$ cat config.mk
export PLATFORM = sky130hd
export DESIGN_NAME = input_loader
export DESIGN_NICKNAME = d
export VERILOG_FILES = /design/src/rtl/input_loader_pkg.sv /design/src/rtl/input_loader_byte_slot_writer.sv /design/src/rtl/input_loader.sv
export SDC_FILE = /design/constraint.sdc
export NUM_CORES = 1
export LEC_CHECK = 0
export BUFFER_PORTS_ARGS = -buffer_cell sky130_fd_sc_hd__buf_2
export CAP_MARGIN = 20
export CELL_PAD_IN_SITES_DETAIL_PLACEMENT = 0
export CELL_PAD_IN_SITES_GLOBAL_PLACEMENT = 1
export CORE_MARGIN = 1
export CORE_UTILIZATION = 44
export CTS_CLUSTER_SIZE = 28
export DETAILED_ROUTE_END_ITERATION = 7
export GPL_ROUTABILITY_DRIVEN = 1
export PLACE_DENSITY = 0.79
export SETUP_SLACK_MARGIN = 0.2
export SYNTH_ARGS = -nofsm -noshare
export SYNTH_HDL_FRONTEND = slang
export SYNTH_HIERARCHICAL = 1
export SYNTH_SLANG_ARGS = --single-unit
$ cat constraint.sdc
create_clock -name clk -period 2.6 [get_ports clk]
set_input_delay 0.39 -clock clk [delete_from_list [all_inputs] [get_ports clk]]
set_output_delay 0.39 -clock clk [all_outputs]
set_load 0.01 [all_outputs]
$ cat src/rtl/input_loader_pkg.sv
// Shared definitions for the input loader: frame geometry and loader state encoding.
package input_loader_pkg;

  localparam int FILTER_BYTES = 9;
  localparam int DATA_BYTES   = 16;
  localparam int IDX_W        = 4;

  typedef enum logic [1:0] {
    LOAD_F = 2'b00,
    LOAD_D = 2'b01,
    WAIT   = 2'b10
  } state_t;

endpackage

$ cat src/rtl/input_loader_byte_slot_writer.sv
// Decodes the current beat into a one-hot write enable for the filter or data assembly slots.
module byte_slot_writer
  import input_loader_pkg::*;
(
  input  logic                    beat,
  input  logic                    is_data,
  input  logic [IDX_W-1:0]        idx,
  output logic [FILTER_BYTES-1:0] filter_en,
  output logic [DATA_BYTES-1:0]   data_en
);

  always_comb begin
    filter_en = '0;
    data_en   = '0;
    for (int k = 0; k < FILTER_BYTES; k++)
      filter_en[k] = beat && !is_data && (idx == IDX_W'(k));
    for (int k = 0; k < DATA_BYTES; k++)
      data_en[k] = beat && is_data && (idx == IDX_W'(k));
  end

endmodule

$ cat src/rtl/input_loader.sv
// Collects a 25-byte stream into a 3x3 filter and 4x4 image, then publishes the
// complete frame into a single output slot handshaked by frame_ack.
module input_loader
  import input_loader_pkg::*;
(
  input  logic                      clk,
  input  logic                      rst,
  input  logic                      in_valid,
  input  logic [7:0]                in_byte,
  output logic                      in_ready,
  input  logic                      frame_ack,
  output logic                      frame_valid,
  output logic [8*DATA_BYTES-1:0]   DATA,
  output logic [8*FILTER_BYTES-1:0] FILTER,
  output logic [7:0]                frame_cnt
);

  state_t                    state, state_nxt;
  logic [IDX_W-1:0]          idx, idx_nxt;
  logic                      beat, publish;
  logic [FILTER_BYTES-1:0]   filter_en;
  logic [DATA_BYTES-1:0]     data_en;
  logic [8*FILTER_BYTES-1:0] asm_filter, asm_filter_nxt;
  logic [8*DATA_BYTES-1:0]   asm_data, asm_data_nxt;

  assign in_ready = (state != WAIT);
  assign beat     = in_valid && in_ready;

  byte_slot_writer u_writer (
    .beat      (beat),
    .is_data   (state == LOAD_D),
    .idx       (idx),
    .filter_en (filter_en),
    .data_en   (data_en)
  );

  // Next assembly includes the byte landing this edge so a publish can copy it directly.
  always_comb begin
    asm_filter_nxt = asm_filter;
    asm_data_nxt   = asm_data;
    for (int k = 0; k < FILTER_BYTES; k++)
      if (filter_en[k]) asm_filter_nxt[8*k +: 8] = in_byte;
    for (int k = 0; k < DATA_BYTES; k++)
      if (data_en[k]) asm_data_nxt[8*k +: 8] = in_byte;
  end

  always_comb begin
    state_nxt = state;
    idx_nxt   = idx;
    publish   = 1'b0;
    case (state)
      LOAD_F: begin
        if (beat) begin
          if (idx == IDX_W'(FILTER_BYTES - 1)) begin
            state_nxt = LOAD_D;
            idx_nxt   = '0;
          end else begin
            idx_nxt = idx + 1'b1;
          end
        end
      end
      LOAD_D: begin
        if (beat) begin
          if (idx == IDX_W'(DATA_BYTES - 1)) begin
            idx_nxt = '0;
            if (!frame_valid || frame_ack) begin
              publish   = 1'b1;
              state_nxt = LOAD_F;
            end else begin
              state_nxt = WAIT;
            end
          end else begin
            idx_nxt = idx + 1'b1;
          end
        end
      end
      WAIT: begin
        if (frame_ack) begin
          publish   = 1'b1;
          state_nxt = LOAD_F;
        end
      end
      default: begin
        state_nxt = LOAD_F;
        idx_nxt   = '0;
      end
    endcase
  end

  always_ff @(posedge clk or negedge rst) begin
    if (!rst) begin
      state <= LOAD_F;
      idx   <= '0;
    end else begin
      state <= state_nxt;
      idx   <= idx_nxt;
    end
  end

  always_ff @(posedge clk or negedge rst) begin
    if (!rst) begin
      asm_filter <= '0;
      asm_data   <= '0;
    end else begin
      asm_filter <= asm_filter_nxt;
      asm_data   <= asm_data_nxt;
    end
  end

  // An ack without a same-edge publish empties the slot; a publish always refills it.
  always_ff @(posedge clk or negedge rst) begin
    if (!rst) begin
      DATA        <= '0;
      FILTER      <= '0;
      frame_valid <= 1'b0;
      frame_cnt   <= '0;
    end else if (publish) begin
      DATA        <= asm_data_nxt;
      FILTER      <= asm_filter_nxt;
      frame_valid <= 1'b1;
      frame_cnt   <= frame_cnt + 8'd1;
    end else if (frame_ack) begin
      frame_valid <= 1'b0;
    end
  end

endmodule

# Yosys cells after proc, flatten, opt, wreduce, memory -nomap -nowiden
# Index checks and enable logic that the tools add are counted.
# Widths: inputs -> output; s select.
# word_totals
output_inout_bits,210
inputBits,12
ff_bits,415
wordCells,114
# op_classes
n_eq_ne,23
mux,44
n_reduce_logical,36
add_sub_neg,2
bitwise_logic,1
# ops
op,n
$mux 8,25
$eq 4x4->1 const B,8
$logic_and 1x1->1,28
$eq 4x3->1 const B,4
$mux 4,4
$mux 2,6
$pmux 4 s3,1
$add 8x1->8 const B,1
$eq 4x2->1 const B,2
$ne 2x2->1 const B,4
$mux 1,6
$pmux 2 s3,1
$reduce_and 5->1,1
$add 4x1->4 const B,1
$eq 4x1->1 const B,1
$logic_not 4->1,1
$ne 2x1->1 const B,2
$reduce_and 3->1,1
$eq 2x1->1 const B,1
$eq 2x2->1 const B,1
$logic_not 1->1,2
$logic_not 2->1,1
$pmux 1 s2,1
$reduce_bool 2->1,1
other kinds (2),2

# Longest topological paths before layout
# Gate-level depths: netlist (run 1).
# depth
depth_word,7
mapped_depth,9
depth_no_buf,7

# Modules after synthesis
# The synthesis (run 1) kept the hierarchy.
# by_module_without_submodules
mod,cells_each,instances,area_per_inst_um2,seq_area_each_um2
input_loader,950,1,16387.0,10385.0
byte_slot_writer,37,1,191.4,0.0

# Worst setup path after synthesis (run 1)
# OpenSTA, ideal clock, no wires.
# synth_timing
kind,reg-to-reg
start,register state[0]
end,register FILTER[30]
path_buffers,1
period_less_slack_ns,2.658
setup_ns,0.125
required_time_ns,2.475
arrival_time_ns,2.533
path_stages_with_launch,9
path_slack_ns,-0.058
cell_sequence,dfrtp_1 > inv_1 > ha_1 > nor2b_1 > or4b_4 > nor2_1 > clkbuf_1 > mux2_2 > mux2_4
# synth_via
elab_chain_len,5
elab_cells_between_ends,10
cone_classes,3 x eq/ne; 3 x mux; 4 x reduce/logical
# synth_rtl
item,line_no,text
start: declaration,input_loader.sv:18,"state_t state, state_nxt;"
start signal: assignment,input_loader.sv:95,state <= state_nxt;
$ne 2x2->1,input_loader.sv:26,assign in_ready = (state != WAIT);
$logic_and 1x1->1,input_loader.sv:27,assign beat = in_valid && in_ready;
net beat,input_loader.sv:20,"logic beat, publish;"
$logic_and 1x1->1 (2 in series),input_loader_byte_slot_writer.sv:16,filter_en[k] = beat && !is_data && (idx == IDX_W'(k));
net filter_en[3],input_loader.sv:21,logic [FILTER_BYTES-1:0] filter_en;
$mux 8,input_loader.sv:42,if (filter_en[k]) asm_filter_nxt[8*k +: 8] = in_byte;
net asm_filter_nxt[30],input_loader.sv:23,"logic [8*FILTER_BYTES-1:0] asm_filter, asm_filter_nxt;"
end signal: assignment,input_loader.sv:119,FILTER <= asm_filter_nxt;
end: declaration,input_loader.sv:14,"output logic [8*FILTER_BYTES-1:0] FILTER,"
# The timed path passes the listed nets, and every way through them passes these cells.
# A chain may end at the register's enable or synchronous reset.

# Final worst setup path (run 1)
# layout_timing
start,register state[1]
end,register FILTER[16]
# Same word-level chain as after synthesis.

==> results of run 1 <==
==> metal layers <==
layer  up-vias  part of all wire
met3        50             0.042
met1      4848              0.48
met4         0             0.020
met2       230              0.46
li1       3994                 -
met5         -                 0
==> what timing repair did <==
action,CTS,global route
resized for setup,8,35
hold buffers,1,0
buffers inserted,3,14
pin swaps,4,5
endpoints found under the hold margin,58,0
endpoints found under the setup margin,176,190
gates cloned,0,8
==> cell families after synthesis <==
logic type / count (synthesis) / share of synthesized area
flip-flops: 415 / 0.626
multiplexers: 402 / 0.311
buffers and inverters: 72 / 0.0252
AND/OR/NAND/NOR: 68 / 0.0221
AO/OA/AOI/OAI: 16 / 0.00649
XOR/XNOR: 8 / 0.00423
adder cells (fa/ha/maj): 6 / 0.00453
==> registers in the layout, summed over array words and instances, names as in the netlist <==
signal,count
asm_filter,72
idx,4
asm_data,128
frame_cnt,8
FILTER,72
DATA,128
state,2
frame_valid,1
==> power groups by stage <==
| stage | logic [mW] | clock network (mW) | registers [mW] |
|---|---|---|---|
| after floorplan | 3.30 | 0 | 9.76 |
| after global placement | 5.39 | 0 | 9.61 |
| after detailed placement | 5.53 | 0 | 9.67 |
| after CTS | 5.61 | 6.83 | 9.59 |
| after global routing | 6.30 | 7.06 | 9.81 |
| final | 5.81 | 6.66 | 9.58 |
==> per-stage QoR <==
step,instances,util,hold WS [ns],worst slack [ns]
after floorplan,987,-,0.0944,0.214
after detailed placement,1690,0.499,0.404,0.0886
after global placement,1690,0.499,0.405,0.122
after global routing,1799,0.554,0.221,0.118
after CTS,1777,0.544,0.166,0.191
final,1799,0.554,0.210,0.192
==> cells in the mapped netlist, types with 2 or more instances <==
cell,count,share of area
nand3_1,5,0.0015
nor2_1,25,0.0057
inv_1,6,0.0014
dfrtp_1,415,0.63
nor2b_1,3,0.0011
ha_1,6,0.0045
nand4_1,4,0.0015
mux2_4,168,0.15
o21ai_0,7,0.0021
nand4b_1,3,0.0016
nand2b_1,5,0.0019
buf_6,19,0.013
mux2_2,233,0.16
xnor2_1,8,0.0042
clkbuf_1,43,0.0097
and3_1,4,0.0015
a21oi_1,4,0.0012
nand4bb_1,2,0.0014
buf_2,4,0.0012
nand2_1,8,0.0018
==> cell type report <==
| class | instances | area share |
|---|---|---|
| Timing Repair Buffer | 289 | 0.0927 |
| Multi-Input combinational cell | 502 | 0.290 |
| Clock buffer | 63 | 0.0647 |
| Tap cell | 504 | 0.0308 |
| Inverter | 6 | 0.00110 |
| Sequential cell | 415 | 0.508 |
| Clock inverter | 20 | 0.0122 |
==> how the worst min path moves through the flow <==
stage | depth (start not counted) | startpoint | to | slack (ns)
2_1_floorplan | 0 | rst | DATA[0] | 0.09
3_3_place_gp | 1 | rst | frame_cnt[7] | 0.41
3_5_place_dp | 1 | rst | frame_cnt[7] | 0.40
4_1_cts | 3 | frame_ack | frame_valid | 0.17
5_1_grt | 3 | frame_ack | frame_valid | 0.22
6_report | 3 | frame_ack | frame_valid | 0.21
==> worst max-delay path: cells and delay by family, from the launching register on <==
family | cells | cell delay [ns]
fa+ha+maj | 1 | 0.19
flops | 1 | 0.45
mux | 2 | 0.61
simple gates | 3 | 0.88
buf+inv | 1 | 0.16
==> summary.md, run 1 <==
| Metric | Value |
|---|---|
| Post-synthesis sequential area ratio | `0.626` |
| Initial Utilization | `0.450` |
| Routability cong. | `0.758` |
| Cts bufs inserted | `45` |
| Post-route cell area | `20,400 um^2` |
| Async SR Flop Fraction | `1.00` |
| Slew @ Worst Pin | `0.855 ns` |
| Max cap viols | `0` |
| Synth Warn # | `6` |
| Flop-to-flop setup slack | `0.19 ns` |
| H-tree levels | `2` |
| Mean Syn Cell Area | `16.8 um^2` |
| Tmin final | `2.41 ns` |
| Met3 usage | `0.0309` |
| Logic gate share of total power | `0.264` |
| Largest stage delay on the critical path | `0.57 ns` |
| Via Count | `9,122` |
| Critical Path RT | `3.04 ns` |
| Pleak | `11.0 nW` |
| RSZ-0062 raised after global routing | `yes` |
| Sw Ratio | `0.283` |
| Commonest non-fill, non-tap cell in the layout | `dfrtp_1` |
| Slew headroom | `0.430` |
| Yosys cell types | `35` |
| Final period util | `0.926` |
| Final setup vio count | `0` |
| Worst r2r dst | `FILTER[16]` |
| Number of antenna diodes | `0` |
| DRC Markers | `0` |
| Setup crit end kind | `register` |
| Full die area | `38,500 um^2` |
| M2 GR Usage | `0.294` |
| TritonCTS clock tree | `done` |
| Worst setup SP type | `register` |
| Most frequent CP cell | `mux2_2` |
| Initial drt markers | `437` |
| Io pins | `222` |
| GRT overflow | `0` |
| Post-Syn Instances | `987` |
| Layout cells sized above 1 | `0.606` |
| Grt met1 use | `0.290` |
| Crit-path slowest cell | `or4b_4` |
| FILL cells | `2,979` |
| First-pass GRT wire length | `57,600 um` |
| Worst-Skew Late Latency | `0.56 ns` |
| Setup_tns | `0 ns` |
| Syn-to-layout area delta | `23.3%` |
| Crit Path Max Fanout | `8` |
| Largest net degree at the start of global routing | `79` |
| Chip Width | `196 um` |
| Cell-internal power | `15.8 mW` |
| Storage element area | `10,400 um^2` |
| R2R cell count | `7` |
| Clock sinks | `415` |
| Status | `finished clean` |
| Post-synth EDFFs | `0` |
| Worst setup path category | `register to register` |
| Reg2reg start | `state[1]` |
| PnR Total Power | `22.1 mW` |
| Slew Limit Fails | `0` |
| Flop pwr share | `0.434` |
| Dominant synthesized flop cell | `dfrtp_1` |
| Cell Area, Synth | `16,600 um^2` |
| DRT Pass-1 Iters | `4` |
| Most frequent cells in the layout | `414 x dfrtp_1, 220 x mux2_2, 220 x buf_2` |
| Post-DP HPWL | `22,300 um` |
| Crit path from | `state[1]` |
| Critical Path AT | `2.85 ns` |
| Final antenna-violating net count | `0` |
| Die span in y | `196 um` |
| Max VDD drop | `626 uV` |
| Placed Instance Area | `18,400 um^2` |
| P_sw | `6.24 mW` |
| Clk_skew | `0.0178 ns` |
| Final wirelength | `38,000 um` |
| WL per Instance | `21.1 um` |
| Core Region | `36,900 um^2` |
| Antenna violations before repair | `0` |
| Most Used Layer, Global Route | `met2` |
| Hold Path Class | `input port to register` |
| Std cell rows | `70` |
| Vias per cell | `5.07` |
| Port bufs | `221` |
| CTS Buffer Depth | `3` |
| Clock tree root buffer cell | `clkbuf_16` |
| Fmax | `415 MHz` |
| Clock share of power | `0.302` |
| Syn nets | `1,005` |
| Fin nets | `1,277` |
| Cells along the critical path | `ha_4, nor2b_4, or4b_4, nor2_4, buf_8, mux2_2, mux2_2` |
| Hold Vio Cnt, Final | `0` |
| Crit path to | `FILTER[16]` |
| Total global routing track utilization | `0.195` |
| Clock transition at the registers of the reported paths | `0.06 ns` |
| P per Cell Area | `1080 nW/um^2` |
| Vias in the first global route | `9,436` |
| Multi-input combinational cell area | `5940 um^2` |
| Synthesized flop and latch total | `415` |
(Power assumes the default switching activity.)
==> run 2, diff against run 1 <==
ABC_AREA = 1   (was unset)
CORE_UTILIZATION = 41   (was 44)
REMOVE_ABC_BUFFERS = 1   (was unset)
SETUP_SLACK_MARGIN = 0.05   (was 0.2)
==> summary.md, run 2 <==
| Metric | Value |
|---|---|
| Status | `finished clean` |
| Most common cell in the synthesized netlist | `nand2_1` |
| Crit Path Max Fanout | `8 (unchanged)` |
| Slew Limit Fails | `0 (unchanged)` |
| H-tree levels | `2 (unchanged)` |
| Routability cong. | `0.807 (+6.6%)` |
| Fin nets | `1,709 (+34%)` |
| Total global routing track utilization | `0.205 (+0.00972)` |
| Core Region | `39,700 um^2 (+7.8%)` |
| Initial drt markers | `732 (+68%)` |
| Share of the synthesized area in the top cell type | `0.629 (+0.00252)` |
| Post CTS Setup Buffer Count | `0 (-3)` |
| Fmax | `437 MHz (+5.3%)` |
| Crit path from | `state[0]` |
| Final antenna-violating net count | `0 (unchanged)` |
| Port bufs | `221 (unchanged)` |
| Post-synthesis sequential area ratio | `0.629 (+0.00252)` |
| Placed Instance Area | `18,100 um^2 (-1.5%)` |
| Largest area contributor in the netlist | `dfrtp_1` |
| GRT overflow | `0 (unchanged)` |
| Synth Area in Simple Gates | `0.181 (+0.159)` |
| First-pass GRT wire length | `65,900 um (+14%)` |
| CTS Buffer Depth | `3 (unchanged)` |
| Synthesized flop and latch total | `415 (unchanged)` |
| Flop-to-flop setup slack | `0.31 ns (+0.12 ns)` |
| Post-Syn Instances | `1,488 (+51%)` |
| RSZ-0062 raised after global routing | `no` |
| Clock transition at the registers of the reported paths | `0.06 ns (about the same)` |
| WHS | `0.186 ns (-0.0235 ns)` |
| Max cap viols | `0 (unchanged)` |
| Tmin final | `2.29 ns (-0.121 ns)` |
| Async SR Flop Fraction | `1.00 (unchanged)` |
| Worst setup SP type | `register` |
| Commonest non-fill, non-tap cell in the layout | `nand2_1` |
| Io pins | `222 (unchanged)` |
| Final period util | `0.880 (-0.0466)` |
| CP Buf/Inv Count | `5 (+4)` |
| Chip Width | `203 um (+3.4%)` |
| Layout cells sized above 1 | `0.316 (-0.290)` |
| Synth top cells by count | `457 x nand2_1, 415 x dfrtp_1, 215 x nand3_1` |
| Synth Warn # | `6 (unchanged)` |
| Hold Startpoint | `frame_ack` |
| Area contributors post-synth | `dfrtp_1 63%, mux2_2 14%, nand2_1 10%` |
| Antenna violations before repair | `0 (unchanged)` |
| Compound-Gate Fraction of Synth Area | `0.00242 (-0.00407)` |
| Worst setup path category | `register to register` |
| Clk_skew | `0.0168 ns (-0.00103 ns)` |
| Slew @ Worst Pin | `0.820 ns (-0.0350 ns)` |
| Synth Area in Adders | `0.00455 (+0.0000182)` |
| Critical Path RT | `3.03 ns (about the same)` |
| TritonCTS clock tree | `done` |
| DRC Markers | `0 (unchanged)` |
| Worst-Skew Late Latency | `0.56 ns (about the same)` |
| WL per Instance | `18.1 um (-14%)` |
| Final setup vio count | `0 (unchanged)` |
| P per Cell Area | `874 nW/um^2 (-19%)` |
| Post-synthesis xor/xnor area fraction | `0.00212 (-0.00210)` |
| Clock tree root buffer cell | `clkbuf_16` |
| Yosys cell types | `21 (-40%)` |
| Setup_tns | `0 ns (unchanged)` |
| Max VDD drop | `473 uV (-24%)` |
| Initial Utilization | `0.416 (-0.0340)` |
| Std cell rows | `73 (+4.3%)` |
| Worst r2r dst | `FILTER[33]` |
| Crit-path slowest cell | `dfrtp_1` |
| Multiplexer share of the synthesized area | `0.136 (-0.175)` |
| R2R cell count | `13 (+6)` |
| Largest stage delay on the critical path | `0.40 ns (-0.17 ns)` |
| Hold Vio Cnt, Final | `0 (unchanged)` |
| Most frequent cells in the layout | `455 x nand2_1, 415 x dfrtp_1, 220 x buf_2` |
| Mean Syn Cell Area | `11.1 um^2 (-34%)` |
| Largest family of logic cells by synthesized area | `simple AND/OR/NAND/NOR gates` |
| Post-synth EDFFs | `0 (unchanged)` |
| Hold Path Class | `input port to register` |
| Via Count | `11,200 (+23%)` |
| Dominant synthesized flop cell | `dfrtp_1` |
| Vias per cell | `5.01 (-1.2%)` |
| Worst Hold End | `frame_valid` |
| Hold Path Depth | `4 (+1)` |
| Number of antenna diodes | `0 (unchanged)` |
| DRT Pass-1 Iters | `4 (unchanged)` |
| Full die area | `41,100 um^2 (+6.8%)` |
| Syn-to-layout area delta | `18.4%` |
| Critical Path AT | `2.72 ns (-0.13 ns)` |
| Cells along the critical path | `inv_1, ha_1, inv_2, nand2_1, inv_1, inv_1, nor2_2, nand2_1, nor2_1, buf_4, mux2_2, nand3_1, nand2_1` |
| Setup crit end kind | `register` |
| Post-DP HPWL | `24,200 um (+8.4%)` |
| Reg2reg start | `state[0]` |
| Largest net degree at the start of global routing | `159 (+100%)` |
| Worst path depth | `13 (+6)` |
| Cell Area, Synth | `16,500 um^2 (-0.40%)` |
| Final wirelength | `40,600 um (+7.1%)` |
| Clock sinks | `415 (unchanged)` |
| Pleak | `10.8 nW (-1.3%)` |
| CP top delay family | `simple AND/OR/NAND/NOR gates` |
| Post-route cell area | `19,500 um^2 (-4.4%)` |
| Cts bufs inserted | `44 (-2.2%)` |
| Die span in y | `203 um (+3.4%)` |
| Slew headroom | `0.453 (+0.0233)` |
| Largest registers | `DATA (128), asm_data (128)` |
| Vias in the first global route | `11,600 (+23%)` |
run 2: changes by cell type after synthesis, moves of 19 or more:
cell      previous run  this run
nand2_1              8       457
nand3_1              5       215
mux2_4             168         0
mux2_2             233       200
clkbuf_1            43        62
inv_1                6        25
run 2: worst max-delay path by stage:
stage	endpoint	slack, ns
after floorplan	frame_cnt[5]	-6.70
after global placement	FILTER[63]	0.39
after detailed placement	FILTER[63]	0.27
after CTS	FILTER[63]	0.23
after global routing	FILTER[63]	0.13
final	FILTER[33]	0.31
run 2: logic make-up after synthesis:
kind of cell,count (synthesis)
adders and majority gates,6
DFF,415
buffers and inverters,138
xor gates and xnor gates,4
and+or+nand+nor,717
AOI/OAI and AO/OA,8
muxes,200
run 2: per-stage QoR:
stage	power (mW)	instances	utilization	setup slack (ns)
floorplan	9.99	1378	-	-6.70
global placement	11.0	2169	0.457	0.390
detailed placement	11.1	2169	0.457	0.266
CTS	17.3	2244	0.492	0.232
global route	18.0	2244	0.492	0.131
finish	17.1	2244	0.492	0.313
run 2: routing by layer:
layer,track usage,up-vias,routed length [um]
met5,0,-,0
met4,0.0658,0,867
met3,0.0295,52,1450
met2,0.321,216,19000
met1,0.293,5735,19300
li1,-,5242,-
run 2: worst reg2reg max path: stages, from the launching register on:
cell,delay [ns]
dfrtp_1,0.40
inv_1,0.11
ha_1,0.23
inv_2,0.07
nand2_1,0.08
inv_1,0.09
inv_1,0.05
nor2_2,0.11
nand2_1,0.13
nor2_1,0.16
buf_4,0.21
mux2_2,0.37
nand3_1,0.08
nand2_1,0.08
run 2: layout make-up:
type,count,area (um^2)
inverter,28,105
clock inverter,8,96.3
tap,525,657
timing repair buffer,267,1590
fill,3714,20200
multi-input combinational,935,5420
sequential,415,10400
clock buffer,66,1290
run 2: repair_timing:
action	in CTS	in global routing
hold endpoints to repair	68	0
hold buffers	1	0
gates resized for setup	0	1
endpoints found under the setup margin	0	1
run 2: power breakdown:
part	total, mW	internal (mW)	switching [mW]	leakage (nW)
clock network	6.11	3.62	2.49	0.687
registers	7.97	7.63	0.336	5.61
logic	3.01	1.25	1.76	4.51
